### config.mk
export PLATFORM = sky130hd
export DESIGN_NAME = blink_driver_flat
export DESIGN_NICKNAME = d
export VERILOG_FILES = /design/src/rtl/blink_if.sv /design/src/rtl/blink_driver.sv /design/src/flat_wrapper.sv
export SDC_FILE = /design/constraint.sdc
export NUM_CORES = 1
export LEC_CHECK = 0
export ABC_CLOCK_PERIOD_IN_PS = 3000
export CAP_MARGIN = 30
export CORE_ASPECT_RATIO = 1.75
export CORE_MARGIN = 2
export CORE_UTILIZATION = 56
export CTS_CLUSTER_SIZE = 16
export DETAILED_ROUTE_END_ITERATION = 12
export GPL_ROUTABILITY_DRIVEN = 0
export GPL_TIMING_DRIVEN = 0
export PLACE_DENSITY = 0.78
export SYNTH_ARGS = -nofsm -noshare
export SYNTH_HDL_FRONTEND = slang
export SYNTH_SLANG_ARGS = --single-unit
### constraint.sdc
create_clock -name clk -period 3 [get_ports clk]
set_clock_uncertainty 0.2 [all_clocks]
set_input_delay 0.75 -clock clk [delete_from_list [all_inputs] [get_ports clk]]
set_output_delay 0.75 -clock clk [all_outputs]
set_load 0.05 [all_outputs]
### src/rtl/blink_if.sv
// Request/status bundle between control logic and blink_driver.
interface blink_if #(
  parameter int CNT_W = 4
);
  logic             trig;
  logic [CNT_W-1:0] trig_cnt;
  logic             out;
  logic             busy;
  logic             done;
  logic             ovf;

  modport master (output trig, trig_cnt, input out, busy, done, ovf);
  modport slave  (input trig, trig_cnt, output out, busy, done, ovf);
endinterface

### src/rtl/blink_driver.sv
// Turns single-cycle requests into timed on/off blink patterns on a level output.
// Optional one-deep request buffer enabled by defining BLINK_PENDING_EN.
module blink_driver #(
  parameter int ON_CYCLES  = 1000,
  parameter int OFF_CYCLES = 1000,
  parameter int CNT_W      = 4,
  parameter int TMR_W      = 10
) (
  input  logic   clk,
  input  logic   rst,
  blink_if.slave bus
);

  typedef enum logic [1:0] {
    S_IDLE = 2'd0,
    S_ON   = 2'd1,
    S_OFF  = 2'd2
  } state_e;

  localparam logic [TMR_W-1:0] ON_LAST  = TMR_W'(ON_CYCLES - 1);
  localparam logic [TMR_W-1:0] OFF_LAST = TMR_W'(OFF_CYCLES - 1);

  state_e           state_q, state_d;
  logic [TMR_W-1:0] timer_q, timer_d;
  logic [CNT_W-1:0] rem_q, rem_d;
  logic             out_q, busy_q, done_q, ovf_q;
  logic             ovf_d, done_d;
  logic             req_s;
  logic             chain_vld_s;
  logic [CNT_W-1:0] chain_cnt_s;
`ifdef BLINK_PENDING_EN
  logic             pend_vld_q, pend_vld_d;
  logic [CNT_W-1:0] pend_q, pend_d;
`endif

  assign req_s = bus.trig && (bus.trig_cnt != {CNT_W{1'b0}});

  // Next-state, timer, count and request-buffer logic
  always_comb begin
    state_d     = state_q;
    timer_d     = timer_q;
    rem_d       = rem_q;
    ovf_d       = ovf_q;
    chain_vld_s = 1'b0;
    chain_cnt_s = {CNT_W{1'b0}};
`ifdef BLINK_PENDING_EN
    pend_vld_d  = pend_vld_q;
    pend_d      = pend_q;
    // Capture first, so a request in the final OFF cycle can chain immediately.
    if (req_s && (state_q != S_IDLE)) begin
      if (pend_vld_q) begin
        ovf_d = 1'b1;
      end else begin
        pend_vld_d = 1'b1;
        pend_d     = bus.trig_cnt;
      end
    end else begin
      pend_vld_d = pend_vld_d;
    end
    chain_vld_s = pend_vld_d;
    chain_cnt_s = pend_d;
`else
    if (req_s && (state_q != S_IDLE)) begin
      ovf_d = 1'b1;
    end else begin
      ovf_d = ovf_q;
    end
`endif
    case (state_q)
      S_IDLE: begin
        if (req_s) begin
          state_d = S_ON;
          timer_d = {TMR_W{1'b0}};
          rem_d   = bus.trig_cnt;
        end else begin
          state_d = S_IDLE;
        end
      end
      S_ON: begin
        if (timer_q == ON_LAST) begin
          state_d = S_OFF;
          timer_d = {TMR_W{1'b0}};
          rem_d   = rem_q - CNT_W'(1);
        end else begin
          timer_d = timer_q + TMR_W'(1);
        end
      end
      S_OFF: begin
        if (timer_q == OFF_LAST) begin
          timer_d = {TMR_W{1'b0}};
          if (rem_q != {CNT_W{1'b0}}) begin
            state_d = S_ON;
          end else if (chain_vld_s) begin
            state_d = S_ON;
            rem_d   = chain_cnt_s;
`ifdef BLINK_PENDING_EN
            pend_vld_d = 1'b0;
`endif
          end else begin
            state_d = S_IDLE;
          end
        end else begin
          timer_d = timer_q + TMR_W'(1);
        end
      end
      default: begin
        state_d = S_IDLE;
        timer_d = {TMR_W{1'b0}};
        rem_d   = {CNT_W{1'b0}};
      end
    endcase
    // done is registered, so it is raised on entry to the final OFF cycle.
    done_d = (state_d == S_OFF) && (timer_d == OFF_LAST) && (rem_d == {CNT_W{1'b0}});
  end

  // State and registered outputs
  always_ff @(posedge clk) begin
    if (rst) begin
      state_q <= S_IDLE;
      timer_q <= {TMR_W{1'b0}};
      rem_q   <= {CNT_W{1'b0}};
      out_q   <= 1'b0;
      busy_q  <= 1'b0;
      done_q  <= 1'b0;
      ovf_q   <= 1'b0;
`ifdef BLINK_PENDING_EN
      pend_vld_q <= 1'b0;
      pend_q     <= {CNT_W{1'b0}};
`endif
    end else begin
      state_q <= state_d;
      timer_q <= timer_d;
      rem_q   <= rem_d;
      out_q   <= (state_d == S_ON);
      busy_q  <= (state_d != S_IDLE);
      done_q  <= done_d;
      ovf_q   <= ovf_d;
`ifdef BLINK_PENDING_EN
      pend_vld_q <= pend_vld_d;
      pend_q     <= pend_d;
`endif
    end
  end

  assign bus.out  = out_q;
  assign bus.busy = busy_q;
  assign bus.done = done_q;
  assign bus.ovf  = ovf_q;

endmodule

### src/flat_wrapper.sv
// flat-port wrapper written by rule: the top's interface ports become plain ports
module blink_driver_flat 
#(
  parameter int ON_CYCLES  = 1000,
  parameter int OFF_CYCLES = 1000,
  parameter int CNT_W      = 4,
  parameter int TMR_W      = 10
)
  (clk, rst, bus_trig, bus_trig_cnt, bus_out, bus_busy, bus_done, bus_ovf);
  blink_if #(.CNT_W(CNT_W)) bus_i ();
  input  logic clk;
  input  logic rst;
  input wire logic [$bits(bus_i.trig)-1:0] bus_trig;
  input wire logic [$bits(bus_i.trig_cnt)-1:0] bus_trig_cnt;
  output wire logic [$bits(bus_i.out)-1:0] bus_out;
  output wire logic [$bits(bus_i.busy)-1:0] bus_busy;
  output wire logic [$bits(bus_i.done)-1:0] bus_done;
  output wire logic [$bits(bus_i.ovf)-1:0] bus_ovf;
  assign bus_i.trig = bus_trig;
  assign bus_i.trig_cnt = bus_trig_cnt;
  assign bus_out = bus_i.out;
  assign bus_busy = bus_i.busy;
  assign bus_done = bus_i.done;
  assign bus_ovf = bus_i.ovf;
  blink_driver #(.ON_CYCLES(ON_CYCLES), .OFF_CYCLES(OFF_CYCLES), .CNT_W(CNT_W), .TMR_W(TMR_W)) u_core (.clk(clk), .rst(rst), .bus(bus_i));
endmodule
# ---- Yosys cells after proc, flatten, opt, wreduce, memory -nomap -nowiden
# Cells that the tools add are included.
dict set report op_classes {
  add_sub_neg 2
  n_reduce_logical 11
  eq_ne 6
  n_mux 11
}
# cell n
set ops {}
lappend ops {{10-bit equality test, second input constant} 2}
lappend ops {{10-bit two-way mux} 2}
lappend ops {{10-bit case mux with 2 select lines} 1}
lappend ops {{4-bit case mux with 3 select lines} 1}
lappend ops {{10-bit by 1-bit adder with 10-bit output, second input constant} 1}
lappend ops {{4-bit two-way mux} 2}
lappend ops {{4-bit nonzero test} 2}
lappend ops {{2-bit case mux with 3 select lines} 1}
lappend ops {{2-bit by 1-bit equality test with 1-bit output, second input constant} 2}
lappend ops {{2-bit equality test, second input constant} 2}
lappend ops {{1-bit logical AND} 4}
lappend ops {{4-bit zero test} 1}
lappend ops {{2-bit two-way mux} 2}
lappend ops {{2-bit nonzero test} 2}
lappend ops {{4-bit by 1-bit subtractor with 4-bit output, second input constant} 1}
lappend ops {{2-bit zero test} 1}
lappend ops {{1-bit two-way mux} 2}
lappend ops {{2-bit OR reduction} 1}
dict set report word_totals {
  output_inout_bits 4
  reg_bits 20
}

# ---- Longest topological paths before layout
dict set report logic_depth {
  word_depth 7
  mapped_depth 9
  depth_no_buf 8
}

# ---- Worst setup path after synthesis
# No wires, ideal clock.
dict set report synth_path {
  path_kind {input -> register}
  from {input port bus_trig_cnt[1]}
  to {register u_core.done_q, in the netlist u_core.bus.done}
  path_slack_ns 0.344
  stages 6
  setup_time_ns 0.088
  arrival_time_ns 2.368
  cell_sequence {o41ai_4 -> nand2_4 -> a2111oi_4 -> a31oi_1 -> or4_1 -> nor4_2}
}
dict set report synth_via {
  elab_chain_cells 7
}
# element line_no
set synth_lines {}
lappend synth_lines {{start: declaration} flat_wrapper.sv:14} ;# input wire logic [$bits(bus_i.trig_cnt)-1:0] bus_trig_cnt;
lappend synth_lines {{4-bit nonzero test} blink_driver.sv:36} ;# assign req_s = bus.trig && (bus.trig_cnt != {CNT_W{1'b0}});
lappend synth_lines {{1-bit logical AND} blink_driver.sv:36}
lappend synth_lines {{10-bit two-way mux / 1-bit two-way mux (equally long branches)} blink_driver.sv:71} ;# if (req_s) begin
lappend synth_lines {{10-bit case mux with 2 select lines / 2-bit case mux with 3 select lines (equally long branches)} blink_driver.sv:69} ;# case (state_q)
lappend synth_lines {{10-bit equality test / 2-bit equality test (equally long branches)} blink_driver.sv:113} ;# done_d = (state_d == S_OFF) && (timer_d == OFF_LAST) && (rem_d == {CNT_W{1'b0}});
lappend synth_lines {{1-bit logical AND} blink_driver.sv:113}
lappend synth_lines {{1-bit logical AND *} blink_driver.sv:113}
lappend synth_lines {{end signal: assignment} blink_driver.sv:136} ;# done_q <= done_d;
lappend synth_lines {{end: declaration} blink_driver.sv:26} ;# logic out_q, busy_q, done_q, ovf_q;
# Mark *: on every way between the ends. The rest lies on a longest branch, timed or not.
# A chain may end at the register's enable or synchronous reset.

# ---- Final worst setup path
dict set report layout_path {
  from {input port bus_trig}
  to {register u_core.done_q, in the netlist u_core.bus.done}
}
dict set report layout_via {
  elab_chain_cells 6
}
# element line_no
set layout_lines {}
lappend layout_lines {{start: declaration} flat_wrapper.sv:13} ;# input wire logic [$bits(bus_i.trig)-1:0] bus_trig;
lappend layout_lines {{1-bit logical AND *} blink_driver.sv:36}
lappend layout_lines {{10-bit two-way mux / 1-bit two-way mux (equally long branches)} blink_driver.sv:71}
lappend layout_lines {{10-bit case mux with 2 select lines / 2-bit case mux with 3 select lines (equally long branches)} blink_driver.sv:69}
lappend layout_lines {{10-bit equality test / 2-bit equality test (equally long branches)} blink_driver.sv:113}
lappend layout_lines {{1-bit logical AND} blink_driver.sv:113}
lappend layout_lines {{1-bit logical AND *} blink_driver.sv:113}
# Marked as above.

==> impl_metrics.env <==
export IMPL_run_status="finished, final reports clean"
export IMPL_multiInputGateArea_sq_um=836
export IMPL_clkSinkCount=20
export IMPL_hold_viol_final=0
export IMPL_rr_endpoint="u_core.bus.done"
export IMPL_grt_setup_unrepaired="no"
export IMPL_hold_class="flop to flop"
export IMPL_first_pass_iters=4
export IMPL_cap_violations=0
export IMPL_port_buffers=10
export IMPL_fin_setup_tns_ns=0
export IMPL_core_sq_um=2240
export IMPL_hold_end="u_core.bus.ovf"
export IMPL_synth_area_mux_share=0.00873
export IMPL_synth_xor_area_frac=0.0204
export IMPL_synth_edf_count=0
export IMPL_clk_latency_ns=0.26
export IMPL_synth_cell_types=48
export IMPL_route_detailed_drc=0
export IMPL_clockRootBuffer="clkbuf_8"
export IMPL_drv_slew=0
export IMPL_dieArea_sq_um=2720
export IMPL_endpoint_kind="flop"
export IMPL_required_ns=2.98
export IMPL_reg2reg_depth=7
export IMPL_synth_area_sq_um=1290
export IMPL_holdCritStartpoint="u_core.bus.ovf"
export IMPL_synthToLayoutAreaGrowth_pct=15.8
export IMPL_initial_core_util=0.575
export IMPL_wl_um=3260
export IMPL_syn_nets=173
export IMPL_yosys_warnings=0
export IMPL_p_leak_nw=0.553
export IMPL_ys_async_sr_fraction=0
export IMPL_place_area_sq_um=1420
export IMPL_io_pins=11
export IMPL_reg2reg_slack_ns=0.27
export IMPL_cts_tree="built"
export IMPL_die_x_um=40.3
export IMPL_nFillCells=205
export IMPL_path_class="input pin to flop"
export IMPL_r2r_start="u_core.timer_q[0]"
export IMPL_rows=23
export IMPL_cts_inserted_buffers=3
export IMPL_cp_arrival_ns=2.85
export IMPL_dp_final_hpwl_um=2490
export IMPL_crit_path_start_kind="input pin"
export IMPL_grt_max_degree=12
export IMPL_yosys_area_share_simple=0.304
export IMPL_ant_nets=0
export IMPL_fmax_ghz=0.349
export IMPL_crit_fanout=8
export IMPL_stdcell_area_sq_um=1490
export IMPL_relSlewSlack=0.483
export IMPL_h_tree_depth=1
export IMPL_syn_area_per_cell_sq_um=8.06
export IMPL_die_y_um=67.5
export IMPL_cts_buffer_depth=2
export IMPL_synth_seq_cells=20
export IMPL_synth_fa_ha_area_frac=0.0582
export IMPL_seqCellArea_sq_um=400
export IMPL_num_vias=1272
export IMPL_grt_total_usage=0.285
export IMPL_irDropWorstVdd_v=0.000299
export IMPL_synth_seq_area_share=0.310
export IMPL_period_share=0.956
export IMPL_path_clk_slew_ns=0.08
export IMPL_final_nets=189
export IMPL_whs_path_depth=2
export IMPL_n_antenna_cell=0
export IMPL_grt_pass1_wl_um=5290
export IMPL_grt_ovfl_total=0
export IMPL_power_per_cell_area_nw_per_um2=394
export IMPL_syn_inst=160
export IMPL_antenna_found_initial=0
export IMPL_synth_compound_area_frac=0.255
export IMPL_via_per_inst=6.36
export IMPL_drive_gt1_frac=0.109
export IMPL_synth_top_family_by_area="simple AND/OR/NAND/NOR gates"
export IMPL_wl_per_cell_um=16.3
export IMPL_drt_iter0_drc=49
export IMPL_synthFlopType="dfxtp_1"
export IMPL_finalCriticalPeriod_ns=2.87
export IMPL_cts_hold_buf=0
export IMPL_setup_viol=0
export IMPL_worst_slew_pin_transition_ns=0.769
export IMPL_grt_pass1_vias=1247
## placed cells by master, fill, tap and decap left out, drive strengths merged, types with 2 or more instances in the layout
| cell | Yosys | routed |
|---|---|---|
| ha | 6 | 6 |
| clkbuf | 3 | 7 |
| dfxtp | 20 | 20 |
| nand2 | 19 | 19 |
| a31oi | 8 | 8 |
| a21o | 2 | 2 |
| a21oi | 12 | 12 |
| and3 | 3 | 3 |
| or3 | 2 | 2 |
| inv | 7 | 7 |
| o221ai | 2 | 2 |
| nor2 | 21 | 21 |
| nand4 | 2 | 2 |
| a311oi | 2 | 2 |
| nand3 | 10 | 10 |
| clkdlybuf4s50 | 0 | 7 |
| and2 | 3 | 3 |
| buf | 3 | 4 |
| dlymetal6s2s | 0 | 3 |
| nor4 | 3 | 3 |
| o21ai | 4 | 4 |
| o31ai | 2 | 2 |
| nor3 | 5 | 5 |
| xnor2 | 2 | 2 |
## power breakdown
part / internal [mW] / leakage (nW) / total (mW) / switching (mW)
Combinational: 0.0379 / 0.361 / 0.102 / 0.0640
Sequential: 0.274 / 0.163 / 0.280 / 0.00586
Clock: 0.117 / 0.0288 / 0.207 / 0.0898
Total: 0.428 / 0.553 / 0.588 / 0.160
## how the worst max path moves through the flow
stage	to	slack (ns)	from	depth (start not counted)
2_1_floorplan	u_core.bus.done	0.34	bus_trig_cnt[1]	6
3_3_place_gp	u_core.bus.done	-0.36	bus_trig_cnt[1]	7
3_5_place_dp	u_core.bus.done	-0.30	bus_trig_cnt[1]	7
4_1_cts	u_core.bus.done	0.03	bus_trig_cnt[2]	7
5_1_grt	u_core.bus.done	0.05	bus_trig	8
6_report	u_core.bus.done	0.13	bus_trig	8
## synthesized netlist by cell type (2+ instances only)
library cell / n / share of area
dfxtp_1: 20 / 0.31
clkbuf_1: 2 / 0.0058
a31oi_1: 7 / 0.034
o31ai_1: 2 / 0.012
a21o_1: 2 / 0.012
o21ai_0: 3 / 0.012
and3_1: 3 / 0.015
o221ai_1: 2 / 0.014
or3_1: 2 / 0.0097
a21oi_1: 12 / 0.047
a311oi_1: 2 / 0.014
and2_1: 3 / 0.015
nor4_1: 2 / 0.0097
inv_1: 7 / 0.020
ha_1: 6 / 0.058
nand2_1: 18 / 0.052
nor2_1: 21 / 0.061
xnor2_1: 2 / 0.014
nand3_1: 10 / 0.039
nor3_1: 4 / 0.016
buf_2: 2 / 0.0078
nand4_1: 2 / 0.0097
## repair_timing
item                       4_1_cts  5_1_grt
resized for setup                0        4
setup buffers                    1        0
pin swaps                        2        1
setup endpoints to repair        1        1
## metrics by stage
step	utilization	hold slack [ns]	total power [mW]	setup slack [ns]	std cells
finish	0.666	0.277	0.588	0.133	200
global route	0.666	0.327	0.614	0.0478	200
CTS	0.661	0.280	0.592	0.0274	200
detailed placement	0.633	0.264	0.384	-0.296	195
global placement	0.633	0.256	0.381	-0.362	195
floorplan	-	0.267	0.350	0.344	160
## sequential cells by signal (all words and copies together) (netlist names)
name,cells
u_core.bus.busy,1
u_core.bus.done,1
u_core.bus.out,1
u_core.bus.ovf,1
u_core.rem_q,4
u_core.state_q,2
u_core.timer_q,10
## kinds of logic after synthesis
kind of cell,Yosys count
AOI/OAI and AO/OA,42
xor gates and xnor gates,3
and+or+nand+nor,75
muxes,1
DFF,20
buffers and inverters,13
adders and majority gates,6
## final cells by class
| class | instances | area share |
|---|---|---|
| multi-input combinational | 127 | 0.559 |
| clock buffer | 4 | 0.0369 |
| inverter | 7 | 0.0176 |
| tap | 25 | 0.0209 |
| sequential | 20 | 0.268 |
| timing repair buffer | 11 | 0.0771 |
| buffer | 6 | 0.0201 |
## routing by layer
metal  share of wire  vias up  global-route usage  wire length, um
met2            0.53       51               0.484             1730
met5               0        -                   0                0
met3           0.044       23              0.0559              145
li1                -      622                   -                -
met4           0.082        0               0.221              268
met1            0.34      576               0.280             1120
## worst max-delay path: stages
cell,delay [ns]
clkdlybuf4s50_1,0.60
o41ai_4,0.15
and2_1,0.17
buf_2,0.17
o21bai_1,0.16
a31oi_1,0.09
or4_1,0.55
nor4_2,0.21
Power figures use the tool's default switching activity.
